**src/rtl/cla_pipe_addsub.sv**
```systemverilog
// cla_pipe_addsub: pipelined carry-lookahead adder/subtractor.
//
// WIDTH-bit operands are processed BLOCK bits per pipeline stage
// (STAGES = WIDTH/BLOCK). Each stage resolves its group with full
// lookahead and hands the group carry, running PG/GG, the finished lower
// sum bits and the still-pending upper operand bits to the next stage.
// One global advance signal moves every stage together, so a stall at the
// output freezes the whole pipe.
//
// Ports:
//   clk, rst              clock, synchronous active-high reset
//   in_valid / in_ready   input handshake (in_ready = advance, 0 in reset)
//   a, b                  operands (two's complement for the flags)
//   cin                   carry-in, ignored when sub=1
//   sub                   0: a+b+cin   1: a-b computed as a+~b+1
//   out_valid / out_ready output handshake
//   s                     sum/difference modulo 2^WIDTH
//   cout                  carry out of MSB (for sub, 1 = no borrow)
//   ovf                   signed overflow
//   zero, neg             s == 0, s[WIDTH-1]
//   pg, gg                whole-word group propagate/generate of a, b'
//
// The add/sub mode is folded into B' and the stage-0 carry-in on entry,
// so no later stage needs to carry the mode bit.
module cla_pipe_addsub #(
  parameter int WIDTH = 32,
  parameter int BLOCK = 8
) (
  input  logic             clk,
  input  logic             rst,
  input  logic             in_valid,
  output logic             in_ready,
  input  logic [WIDTH-1:0] a,
  input  logic [WIDTH-1:0] b,
  input  logic             cin,
  input  logic             sub,
  output logic             out_valid,
  input  logic             out_ready,
  output logic [WIDTH-1:0] s,
  output logic             cout,
  output logic             ovf,
  output logic             zero,
  output logic             neg,
  output logic             pg,
  output logic             gg
);

  localparam int STAGES = WIDTH / BLOCK;

  logic             w_adv;
  logic [WIDTH-1:0] w_bx;
  logic             w_c0;

  assign w_adv    = ~out_valid | out_ready;
  assign in_ready = w_adv & ~rst;
  assign w_bx     = sub ? ~b : b;
  assign w_c0     = sub | cin;

  // Per-bit carries as sum-of-products of the group carry-in: bit i+1 is
  // the OR over every generating position j<=i whose higher bits up to i
  // all propagate, plus the carry-in when bits 0..i all propagate.
  function automatic logic [BLOCK:0] f_carry(input logic [BLOCK-1:0] g,
                                             input logic [BLOCK-1:0] p,
                                             input logic             c0);
    logic [BLOCK:0] c;
    logic           t;
    c    = '0;
    c[0] = c0;
    for (int unsigned i = 0; i < BLOCK; i++) begin
      t = c0;
      for (int unsigned m = 0; m <= i; m++) t = t & p[m];
      c[i+1] = t;
      for (int unsigned j = 0; j <= i; j++) begin
        t = g[j];
        for (int unsigned m = j + 1; m <= i; m++) t = t & p[m];
        c[i+1] = c[i+1] | t;
      end
    end
    return c;
  endfunction

  // Group generate: carry out of the group with no carry-in.
  function automatic logic f_ggen(input logic [BLOCK-1:0] g,
                                  input logic [BLOCK-1:0] p);
    logic acc;
    logic t;
    acc = 1'b0;
    for (int unsigned j = 0; j < BLOCK; j++) begin
      t = g[j];
      for (int unsigned m = j + 1; m < BLOCK; m++) t = t & p[m];
      acc = acc | t;
    end
    return acc;
  endfunction

  for (genvar k = 0; k < STAGES; k++) begin : g_stg
    localparam int LO = k * BLOCK;
    localparam int HI = LO + BLOCK;

    // Operand bits from this group upward; the low BLOCK bits are this group.
    logic [WIDTH-LO-1:0] w_oa;
    logic [WIDTH-LO-1:0] w_ob;
    logic                w_ci;
    logic                w_pgi;
    logic                w_ggi;
    logic                w_vi;
    logic [BLOCK-1:0]    w_g;
    logic [BLOCK-1:0]    w_p;
    logic [BLOCK-1:0]    w_sum;
    logic [BLOCK:0]      w_c;
    logic [HI-1:0]       w_sn;
    logic                w_gp;
    logic                w_gg;

    logic                r_vld;
    logic                r_c;
    logic                r_pg;
    logic                r_gg;
    logic [HI-1:0]       r_s;

    if (k == 0) begin : g_head
      assign w_oa  = a;
      assign w_ob  = w_bx;
      assign w_ci  = w_c0;
      assign w_pgi = 1'b1;
      assign w_ggi = 1'b0;
      assign w_vi  = in_valid;
      assign w_sn  = w_sum;
    end else begin : g_body
      assign w_oa  = g_stg[k-1].g_up.r_a;
      assign w_ob  = g_stg[k-1].g_up.r_b;
      assign w_ci  = g_stg[k-1].r_c;
      assign w_pgi = g_stg[k-1].r_pg;
      assign w_ggi = g_stg[k-1].r_gg;
      assign w_vi  = g_stg[k-1].r_vld;
      assign w_sn  = {w_sum, g_stg[k-1].r_s};
    end

    assign w_g   = w_oa[BLOCK-1:0] & w_ob[BLOCK-1:0];
    assign w_p   = w_oa[BLOCK-1:0] ^ w_ob[BLOCK-1:0];
    assign w_c   = f_carry(w_g, w_p, w_ci);
    assign w_sum = w_p ^ w_c[BLOCK-1:0];
    assign w_gp  = &w_p;
    assign w_gg  = f_ggen(w_g, w_p);

    always_ff @(posedge clk) begin
      if (rst) begin
        r_vld <= 1'b0;
        r_c   <= 1'b0;
        r_pg  <= 1'b0;
        r_gg  <= 1'b0;
        r_s   <= '0;
      end else if (w_adv) begin
        r_vld <= w_vi;
        r_c   <= w_c[BLOCK];
        r_pg  <= w_pgi & w_gp;
        // This group generates, or it propagates what the lower word generated.
        r_gg  <= w_gg | (w_gp & w_ggi);
        r_s   <= w_sn;
      end
    end

    if (k < STAGES - 1) begin : g_up
      logic [WIDTH-HI-1:0] r_a;
      logic [WIDTH-HI-1:0] r_b;
      always_ff @(posedge clk) begin
        if (rst) begin
          r_a <= '0;
          r_b <= '0;
        end else if (w_adv) begin
          r_a <= w_oa[WIDTH-LO-1:BLOCK];
          r_b <= w_ob[WIDTH-LO-1:BLOCK];
        end
      end
    end

    if (k == STAGES - 1) begin : g_tail
      logic r_ovf;
      logic r_zero;
      logic r_neg;
      always_ff @(posedge clk) begin
        if (rst) begin
          r_ovf  <= 1'b0;
          r_zero <= 1'b0;
          r_neg  <= 1'b0;
        end else if (w_adv) begin
          r_ovf  <= w_c[BLOCK] ^ w_c[BLOCK-1];
          r_zero <= ~|w_sn;
          r_neg  <= w_sn[HI-1];
        end
      end
    end
  end

  assign out_valid = g_stg[STAGES-1].r_vld;
  assign s         = g_stg[STAGES-1].r_s;
  assign cout      = g_stg[STAGES-1].r_c;
  assign pg        = g_stg[STAGES-1].r_pg;
  assign gg        = g_stg[STAGES-1].r_gg;
  assign ovf       = g_stg[STAGES-1].g_tail.r_ovf;
  assign zero      = g_stg[STAGES-1].g_tail.r_zero;
  assign neg       = g_stg[STAGES-1].g_tail.r_neg;

endmodule

```
**config.mk**
```make
export PLATFORM = sky130hd
export DESIGN_NAME = cla_pipe_addsub
export DESIGN_NICKNAME = d
export VERILOG_FILES = /design/src/rtl/cla_pipe_addsub.sv
export SDC_FILE = /design/constraint.sdc
export NUM_CORES = 1
export LEC_CHECK = 0
export CAP_MARGIN = 10
export CELL_PAD_IN_SITES_DETAIL_PLACEMENT = 0
export CELL_PAD_IN_SITES_GLOBAL_PLACEMENT = 1
export CORE_MARGIN = 1
export CORE_UTILIZATION = 30
export CTS_CLUSTER_SIZE = 28
export DETAILED_ROUTE_END_ITERATION = 10
export PLACE_DENSITY = 0.7
export SYNTH_ARGS = -nofsm -noshare
export SYNTH_HDL_FRONTEND = slang
export SYNTH_SLANG_ARGS = --single-unit
export TNS_END_PERCENT = 100
```
**constraint.sdc**
```tcl
create_clock -name clk -period 3.3 [get_ports clk]
set_clock_uncertainty 0.1 [all_clocks]
set_input_delay 0.33 -clock clk [delete_from_list [all_inputs] [get_ports clk]]
set_output_delay 0.33 -clock clk [all_outputs]
set_load 0.01 [all_outputs]
```
==> Word level (Yosys, flattened, before mapping) <==
Cells that the tools add are included.
{ "op_classes": {"bitwise_logic": 344, "mux": 1, "n_reduce_logical": 6} }
{ "op_table": {"columns": ["op", "count"], "rows": [
  ["bitwise OR 1 bit", 177],
  ["bitwise AND 1 bit", 151],
  ["bitwise XOR 8 bit", 8],
  ["bitwise AND 8 bit", 4],
  ["two-way mux 32 bit", 1],
  ["inverter 32 bit", 1],
  ["AND reduction 8 bit", 4],
  ["OR reduction 32 bit", 1],
  ["inverter 1 bit", 2],
  ["zero test 1 bit", 1],
  ["bitwise XOR 1 bit", 1]
]} }
{ "totals": {"out_inout_bits": 40, "word_cells": 380, "ff_bits": 195, "input_bits": 70} }

==> Longest topological paths before layout <==
Gate-level depths: netlist of the first run.
{ "depth": {"ltp_word": 19, "depth_mapped": 10, "mapped_depth_nobuf": 8} }

==> Worst setup path after synthesis of the first run <==
Ideal clock, no wire load.
{ "synth_path": {"path_type": "input-to-reg", "from": "input port sub", "to": "register g_stg[0].r_s[6]", "path_slack_ps": 450, "path_stages": 10, "path_buffers": 2, "arrival_ps": 2633, "t_required_ps": 3083, "path_cell_list": "clkbuf_1 buf_2 xor2_1 ha_1 ha_1 o21a_1 o21ai_4 a21oi_1 or4_1 a32o_1"} }
{ "synth_between": {"elab_chain_cells": 15} }
{ "synth_lines": {"columns": ["element", "line_no", "rtl"], "rows": [
  ["from (decl)", "36", "input logic sub,"],
  ["two-way mux 32 bit", "56", "assign w_bx = sub ? ~b : b;"],
  ["bitwise XOR 8 bit", "140", "assign w_p = w_oa[BLOCK-1:0] ^ w_ob[BLOCK-1:0];"],
  ["bitwise AND 1 bit (6 in a row)", "71", "for (int unsigned m = 0; m <= i; m++) t = t & p[m];"],
  ["bitwise OR 1 bit (6 in a row)", "76", "c[i+1] = c[i+1] | t;"],
  ["bitwise XOR 8 bit *", "142", "assign w_sum = w_p ^ w_c[BLOCK-1:0];"],
  ["to (signal assigned)", "159", "r_s <= w_sn;"],
  ["to (decl)", "119", "logic [HI-1:0] r_s;"]
]} }
Mark *: on every way between the ends. The rest lies on a longest branch, timed or not.
A chain may end at the register's enable or synchronous reset.

==> Final worst setup path of the first run <==
{ "layout_path": {"from": "input port b[0]", "to": "register g_stg[0].r_s[6]"} }
{ "layout_between": {"elab_chain_cells": 16} }
{ "layout_lines": {"columns": ["element", "line_no", "rtl"], "rows": [
  ["from (decl)", "34", "input logic [WIDTH-1:0] b,"],
  ["inverter 32 bit", "56", null],
  ["two-way mux 32 bit *", "56", null],
  ["bitwise XOR 8 bit", "140", null],
  ["bitwise AND 1 bit (6 in a row)", "71", null],
  ["bitwise OR 1 bit * (6 in a row)", "76", null],
  ["bitwise XOR 8 bit *", "142", null]
]} }
Marked as above.

==> impl_metrics.ini, run 1 <==
[status]
outcome = completed

[global_route]
overflow = 0
track_usage = 0.147
antenna_found_initial = 0
grt_pass1_wl_um = 33900
grt_pass1_vias = 6501
grt_max_degree = 105

[cells_and_area]
area_delta_synth_final_pct = 23.6
fin_nets = 1224
num_antenna_cells = 0
final_layout_size_suffix_gt1_frac = 0.0541
fin_cells = 1505

[pwr]
pwr-share-clk = 0.388
powerDensity_mw_per_mm2 = 506
leakage_uw = 0.00402
comb_power_share = 0.124
p_sw_uw = 1420
ir_drop_uv = 280
seqPwrFrac = 0.488
switching_share = 0.267
cellInternalPower_uw = 3900

[setup_path]
critPathRequiredTime_ns = 3.53
rr_endpoint = g_stg[2].r_s[20]
rr_worst_depth = 7
cp.arrival_ns = 2.73
cp-startpoint = b[0]
crit_path_end = g_stg[0].r_s[6]
start_kind = input port
r2r_start = g_stg[1].g_up.r_b[0]
path_class = in -> reg
ff2ff_setup_slack_ns = 1.03
critPathCaptureType = flip-flop
critPathMaxFanout = 6

[timing]
slew_headroom = 0.518
max_freq_mhz = 400
period_share = 0.758
report.final.slew_viol_count = 0
setup-tns-final_ns = 0
grt_setup_unrepaired = false
setup_viol = 0
hold_viol_final = 0
tightestPinTransition_ns = 0.722
hold_ws_ns = 0.0607
post-route-min-period_ns = 2.50

[cts]
cts_resized = 0
post_cts_buffers = 0
cts_made_buffers = 17
path_clk_slew_ns = 0.08
clockRootBuffer = clkbuf_16
cts_tree = done
cts_sinks = 194
clkLatencyLatePin_ns = 0.43
h-tree-depth = 4
clockBufferDepth = 2
postCtsHoldBufs = 0

[floorplan]
fp.dieArea_mm2 = 0.0290
num_rows = 61
core_mm2 = 0.0279
ioPinCount = 110
die_width_um = 170
initial_utilization = 0.305
die_h_um = 170

[placed_design]
dp_cells = 1473
finalWeightedCongestion = 0.786
hpwl_um = 14400
io_buffers = 109

[route]
wirelength_um = 20700
dr.pass1.iters = 5
detail-route-antenna-nets = 0
initialDrtViolationCount = 426
vias_per_cell = 4.64
drc = 0
wire_per_inst_um = 13.8
dr_total_vias = 6984

[hold_path]
holdCritPathClass = in -> reg

[flow_run]
drv_cap = 0

[yosys]
synth_nets = 1153
async_flop_share = 0
synthFlopType = dfxtp_1
syn_area_per_cell_um2 = 8.15
synth_warnings = 0
synth-seq-cells = 194
synth-seq-area-share = 0.457
yosysUniqueCellTypes = 62
synth_area_mm2 = 0.00850
syn_inst = 1043
synth_edf_count = 0
==> critical path: stages <==
cell	delay (ns)
clkdlybuf4s50_1	0.47
xor2_1	0.19
ha_1	0.28
ha_1	0.19
o21a_1	0.22
o21ai_4	0.20
a21oi_1	0.13
or4_1	0.47
a32o_1	0.25
==> worst min-delay path by stage <==
| stage | to | slack (ns) | from | depth (start not counted) |
|---|---|---|---|---|
| 3_3_place_gp | s[22] | 0.34 | s[22] | 2 |
| 3_5_place_dp | g_stg[1].g_up.r_a[14] | 0.34 | g_stg[1].g_up.r_a[14] | 2 |
| 2_1_floorplan | g_stg[1].r_s[3] | 0.33 | g_stg[0].r_s[3] | 2 |
| 6_report | g_stg[2].r_s[13] | 0.06 | rst | 2 |
| 5_1_grt | g_stg[2].r_s[13] | 0.05 | rst | 2 |
| 4_1_cts | g_stg[0].g_up.r_a[2] | 0.05 | rst | 2 |
==> cells in the mapped netlist, drive strengths merged (3+ instances only) <==
master,n,share of area
nand2,284,0.13
dfxtp,194,0.46
a21oi,161,0.095
clkbuf,53,0.023
nor2,53,0.023
ha,36,0.053
xnor2,30,0.031
a211oi,29,0.026
nand3,23,0.014
o21ai,23,0.015
buf,18,0.010
inv,11,0.0049
or3,11,0.0087
xor2,11,0.011
a32o,8,0.0094
nor3,8,0.0053
o21a,8,0.0071
a21o,7,0.0062
nand4,7,0.0052
a31oi,6,0.0044
nor4,6,0.0044
and2,5,0.0040
and3,4,0.0031
fa,4,0.0094
a21boi,3,0.0027
nand4b,3,0.0031
o2111ai,3,0.0031
o211ai,3,0.0027
==> flip-flops by register name, summed over array words and instances (netlist names) <==
register	flops
g_stg.g_up.r_a	48
gg	1
g_stg.r_c	3
g_stg.r_gg	3
out_valid	1
g_stg.r_vld	3
g_stg.r_pg	3
ovf	1
s	32
g_stg.g_up.r_b	48
cout	1
zero	1
g_stg.r_s	48
pg	1
==> area by class of cell <==
class | count | area (um^2)
clock buffers | 17 | 425
flip-flops and latches | 194 | 3880
inverters | 11 | 41.3
repair buffers | 123 | 1210
well taps | 378 | 473
fillers | 2922 | 17400
multi-input cells | 767 | 4300
clock inverters | 15 | 169
==> power by group through the flow <==
stage | combinational (uW) | clock (uW) | sequential (uW)
floorplan | 422 | 0 | 2620
global placement | 657 | 0 | 2650
detailed placement | 664 | 0 | 2650
CTS | 668 | 2110 | 2600
global route | 744 | 2220 | 2620
finish | 661 | 2060 | 2600
==> cells in the final DEF (no fill, tap or decap), drive strengths merged, types with 17 or more instances in the layout <==
cell,instances
a211oi,29
xnor2,30
ha,36
inv,17
nand3,23
a21oi,161
o21ai,23
clkbuf,17
nor2,53
dfxtp,194
clkdlybuf4s50,107
nand2,284
==> cells by family after synthesis <==
kind of cell | share of synthesized area
adder cells (fa/ha/maj) | 0.0624
XOR/XNOR | 0.0423
buffers and inverters | 0.0387
AND/OR/NAND/NOR | 0.209
flip-flops | 0.457
multiplexers | 0.00236
AO/OA/AOI/OAI | 0.189
==> stage by stage <==
step | util | area, um^2 | total power, uW | setup WS (ns)
global placement | 0.356 | 9910 | 3310 | 0.378
detailed placement | 0.356 | 9910 | 3310 | 0.347
CTS | 0.377 | 10500 | 5380 | 0.804
finish | 0.377 | 10500 | 5320 | 0.798
floorplan | - | 8500 | 3040 | 0.450
global route | 0.377 | 10500 | 5580 | 0.729
==> routing by layer <==
metal / track usage / routed length, um / vias up
li1: - / - / 3720
met1: 0.222 / 11200 / 3149
met2: 0.209 / 8570 / 104
met3: 0.0267 / 628 / 11
met4: 0.0423 / 249 / 0
met5: 0 / 0 / -
No activity file was read; power rests on OpenSTA's default activity.
==> inputs of run 2 (changes only) <==
Clock period 3.3 ns to 2.6 ns, I/O delays scaled along.
==> impl_metrics.ini, run 2 (synthesized netlist as in run 1, its figures left out) <==
[placed_design]
dp_cells = 1478
finalWeightedCongestion = 0.801
hpwl_um = 14600
io_buffers = 109

[cts]
cts_made_buffers = 17
cts_sinks = 194
post_cts_buffers = 0
path_clk_slew_ns = 0.07
postCtsHoldBufs = 0
cts_resized = 0
clkLatencyLatePin_ns = 0.43
h-tree-depth = 4
clockRootBuffer = clkbuf_16
clockBufferDepth = 2
cts_tree = done

[pwr]
leakage_uw = 0.00405
p_total_uw = 6820
ir_drop_uv = 361
powerDensity_mw_per_mm2 = 645

[setup_path]
critPathMaxFanout = 3
cp.arrival_ns = 2.59
path_class = in -> reg
r2r_start = g_stg[0].g_up.r_b[0]
start_kind = input port
critPathRequiredTime_ns = 2.82
cp-startpoint = b[0]
critPathCaptureType = flip-flop

[cells_and_area]
final_cell_mix = nand2_1 (284), dfxtp_1 (194), a21oi_1 (160)
fin_cells = 1510
final_layout_size_suffix_gt1_frac = 0.0583
fin_nets = 1229
area_delta_synth_final_pct = 24.3
reg_top3 = g_stg.g_up.r_a: 48 flops, g_stg.g_up.r_b: 48 flops, g_stg.r_s: 48 flops
final_core_util = 0.379
mostFrequentLayoutCell = nand2_1
num_antenna_cells = 0

[hold_path]
hp-start = rst
holdCritPathClass = in -> reg

[global_route]
grt_pass1_vias = 6498
overflow = 0
antenna_found_initial = 0
track_usage = 0.146
grt_max_degree = 132
grt_pass1_wl_um = 33700

[timing]
hold_viol_final = 0
grt_setup_unrepaired = false
hold_ws_ns = 0.0954
post-route-min-period_ns = 2.37
setup_viol = 0
max_freq_mhz = 423
tightestPinTransition_ns = 0.791
period_share = 0.910
report.final.slew_viol_count = 0
slew_headroom = 0.473

[floorplan]
fp.dieArea_mm2 = 0.0290
die_h_um = 170
core_mm2 = 0.0279
ioPinCount = 110
die_width_um = 170
num_rows = 61
initial_utilization = 0.305

[route]
dr_total_vias = 7056
initialDrtViolationCount = 317
dr.pass1.iters = 5
vias_per_cell = 4.67
drc = 0
wirelength_um = 20600
wire_per_inst_um = 13.6
detail-route-antenna-nets = 0

[status]
outcome = completed

[flow_run]
drv_cap = 0
## run 2: changes by cell type in the layout (fill, tap and decap cells not counted)
| cell | before | now |
|---|---|---|
| buf_12 | 2 | 3 |
| clkinvlp_4 | 0 | 1 |
| buf_4 | 13 | 17 |
| clkbuf_8 | 0 | 2 |
| clkinv_2 | 1 | 3 |
| clkinv_4 | 5 | 1 |
| bufinv_16 | 1 | 2 |
| clkinv_8 | 2 | 0 |
## run 2: final cells by class
class	instances	area (um^2)
Tap cell	378	473
Fill cell	2932	17300
Inverter	11	41.3
Clock inverter	13	149
Timing Repair Buffer	128	1260
Multi-Input combinational cell	767	4300
Sequential cell	194	3880
Clock buffer	19	453
## run 2: critical path: stages
cell and delay, ns:
clkdlybuf4s50_1 0.47, xor2_1 0.19, ha_1 0.28, ha_1 0.19, o21a_1 0.22, o21ai_4 0.15, a21oi_1 0.09, or4_1 0.48
a32o_1 0.25
## run 2: power breakdown
part | internal (uW) | switching (uW)
clock network | 1490 | 1190
registers | 3170 | 123
logic | 419 | 429
total | 5080 | 1740
## run 2: final timing paths
path,cells past startpoint,to,slack (ns)
worst max-delay path,9,g_stg[0].r_s[6],0.23
worst min-delay path,2,g_stg[1].r_s[11],0.1
worst max register to register,7,g_stg[1].r_s[12],0.35
worst min register to register,2,s[6],0.35
## run 2: per-layer routing
| metal | up-vias | wire length, um | GRT usage |
|---|---|---|---|
| met5 | - | 0 | 0 |
| met4 | 0 | 173 | 0.0372 |
| met3 | 14 | 706 | 0.0267 |
| met2 | 119 | 8640 | 0.209 |
| met1 | 3205 | 11100 | 0.220 |
| li1 | 3718 | - | - |
## run 2: per-stage QoR
| step | setup TNS (ns) | worst slack [ns] | cell area [um^2] |
|---|---|---|---|
| 6_report | 0 | 0.234 | 10600 |
| 5_1_grt | 0 | 0.0974 | 10600 |
| 4_1_cts | 0 | 0.229 | 10600 |
| 3_5_place_dp | -0.390 | -0.224 | 9960 |
| 3_3_place_gp | -0.245 | -0.173 | 9960 |
| 2_1_floorplan | 0 | 0.0101 | 8500 |
==> inputs of run 3 (changes only) <==
Settings changed: CORE_UTILIZATION 30 to 41, GPL_ROUTABILITY_DRIVEN from default to 0, PLACE_DENSITY 0.7 to 0.88.
==> impl_metrics.ini, run 3 (synthesized netlist as in run 1, its figures left out) <==
[cells_and_area]
num_antenna_cells = 0
fill_cells = 2042
final_cell_mix = nand2_1 (284), dfxtp_1 (194), a21oi_1 (160)
area_delta_synth_final_pct = 21.7
final_layout_size_suffix_gt1_frac = 0.0538
mostFrequentLayoutCell = nand2_1
fin_nets = 1230
fin_cells = 1403
reg_top3 = g_stg.g_up.r_a: 48 flops, g_stg.g_up.r_b: 48 flops, g_stg.r_s: 48 flops
final_area_mm2 = 0.0103

[setup_path]
critPathMaxFanout = 4
r2r_start = g_stg[0].g_up.r_a[0]
path_class = in -> reg
cp_top_family = compound AO/OA/AOI/OAI gates
crit_path_end = g_stg[0].r_s[6]
rr_endpoint = g_stg[1].r_s[12]
rr_worst_depth = 7
max_stage_delay_ns = 0.48
start_kind = input port
cp-startpoint = b[0]
cp.depth = 9
ff2ff_setup_slack_ns = 0.36
crit_chain = clkdlybuf4s50_1, xor2_1, ha_1, ha_1, o21a_1, o21ai_4, a21oi_1, or4_1, a32o_1
slowest_stage = or4_1
path_buf_inv = 1
critPathRequiredTime_ns = 2.82
cp.arrival_ns = 2.62
critPathCaptureType = flip-flop
cpMostUsedCell = ha_1

[timing]
report.final.slew_viol_count = 0
hold_ws_ns = 0.123
post-route-min-period_ns = 2.40
tightestPinTransition_ns = 0.563
grt_setup_unrepaired = false
period_share = 0.923
slew_headroom = 0.625
setup-tns-final_ns = 0
setup_viol = 0
max_freq_mhz = 417
hold_viol_final = 0

[floorplan]
die_width_um = 146
ioPinCount = 110
die_h_um = 146
num_rows = 52
fp.dieArea_mm2 = 0.0213
initial_utilization = 0.419
core_mm2 = 0.0203

[global_route]
grt_pass1_vias = 6290
overflow = 0
grt_pass1_wl_um = 31700
antenna_found_initial = 0
track_usage = 0.183
grt_max_degree = 112

[hold_path]
hp-start = rst
holdCritPathClass = in -> reg

[pwr]
leakage_uw = 0.00400
ir_drop_uv = 528
p_total_uw = 6490
powerDensity_mw_per_mm2 = 627

[route]
drc = 0
vias_per_cell = 5.06
initialDrtViolationCount = 577
dr.pass1.iters = 4
dr_total_vias = 7102
wire_per_inst_um = 13.6
wirelength_um = 19100
detail-route-antenna-nets = 0

[placed_design]
hpwl_um = 13400
dp_cells = 1371
io_buffers = 109
placed_area_mm2 = 0.00982

[cts]
clkLatencyLatePin_ns = 0.42
cts_made_buffers = 17
post_cts_buffers = 0
clockBufferDepth = 2
cts_tree = done
cts_resized = 0
postCtsHoldBufs = 0
cts_sinks = 194
path_clk_slew_ns = 0.07
h-tree-depth = 4
clockRootBuffer = clkbuf_16

[flow_run]
drv_cap = 0

[status]
outcome = completed
run 3: worst min path at each step:
stage,endpoint,slack [ns],cells after the start
floorplan,g_stg[0].g_up.r_a[0],0.30,2
global placement,s[26],0.34,2
detailed placement,s[10],0.34,2
CTS,g_stg[1].r_s[11],0.10,2
global route,g_stg[1].r_s[11],0.12,2
finish,g_stg[1].r_s[11],0.12,2
run 3: layout make-up:
class / instances / area [um^2] / share of cell area
timing repair buffer: 129 / 1260 / 0.122
clock buffer: 24 / 462 / 0.0447
sequential: 194 / 3880 / 0.376
inverter: 11 / 41.3 / 0.00399
clock inverter: 8 / 56.3 / 0.00545
multi-input combinational: 767 / 4300 / 0.416
tap: 270 / 338 / 0.0327
run 3: routing by layer:
metal | vias to the layer above | GRT usage | wire [um]
li1 | 3738 | - | -
met1 | 3221 | 0.279 | 10200
met2 | 134 | 0.260 | 8040
met4 | 0 | 0.0547 | 148
met5 | - | 0 | 0
met3 | 9 | 0.0320 | 722
run 3: report_power, final:
part / internal (uW) / leakage [uW] / switching, uW
sequential: 3170 / 0.00159 / 124
clock: 1250 / 0.000249 / 1090
combinational: 424 / 0.00216 / 424
total: 4840 / 0.00400 / 1640
run 3: per-stage QoR:
| step | utilization | setup slack, ns |
|---|---|---|
| 2_1_floorplan | - | 0.0101 |
| 3_3_place_gp | 0.484 | -0.189 |
| 3_5_place_dp | 0.484 | -0.258 |
| 4_1_cts | 0.509 | 0.198 |
| 5_1_grt | 0.509 | 0.0933 |
| 6_report | 0.509 | 0.201 |
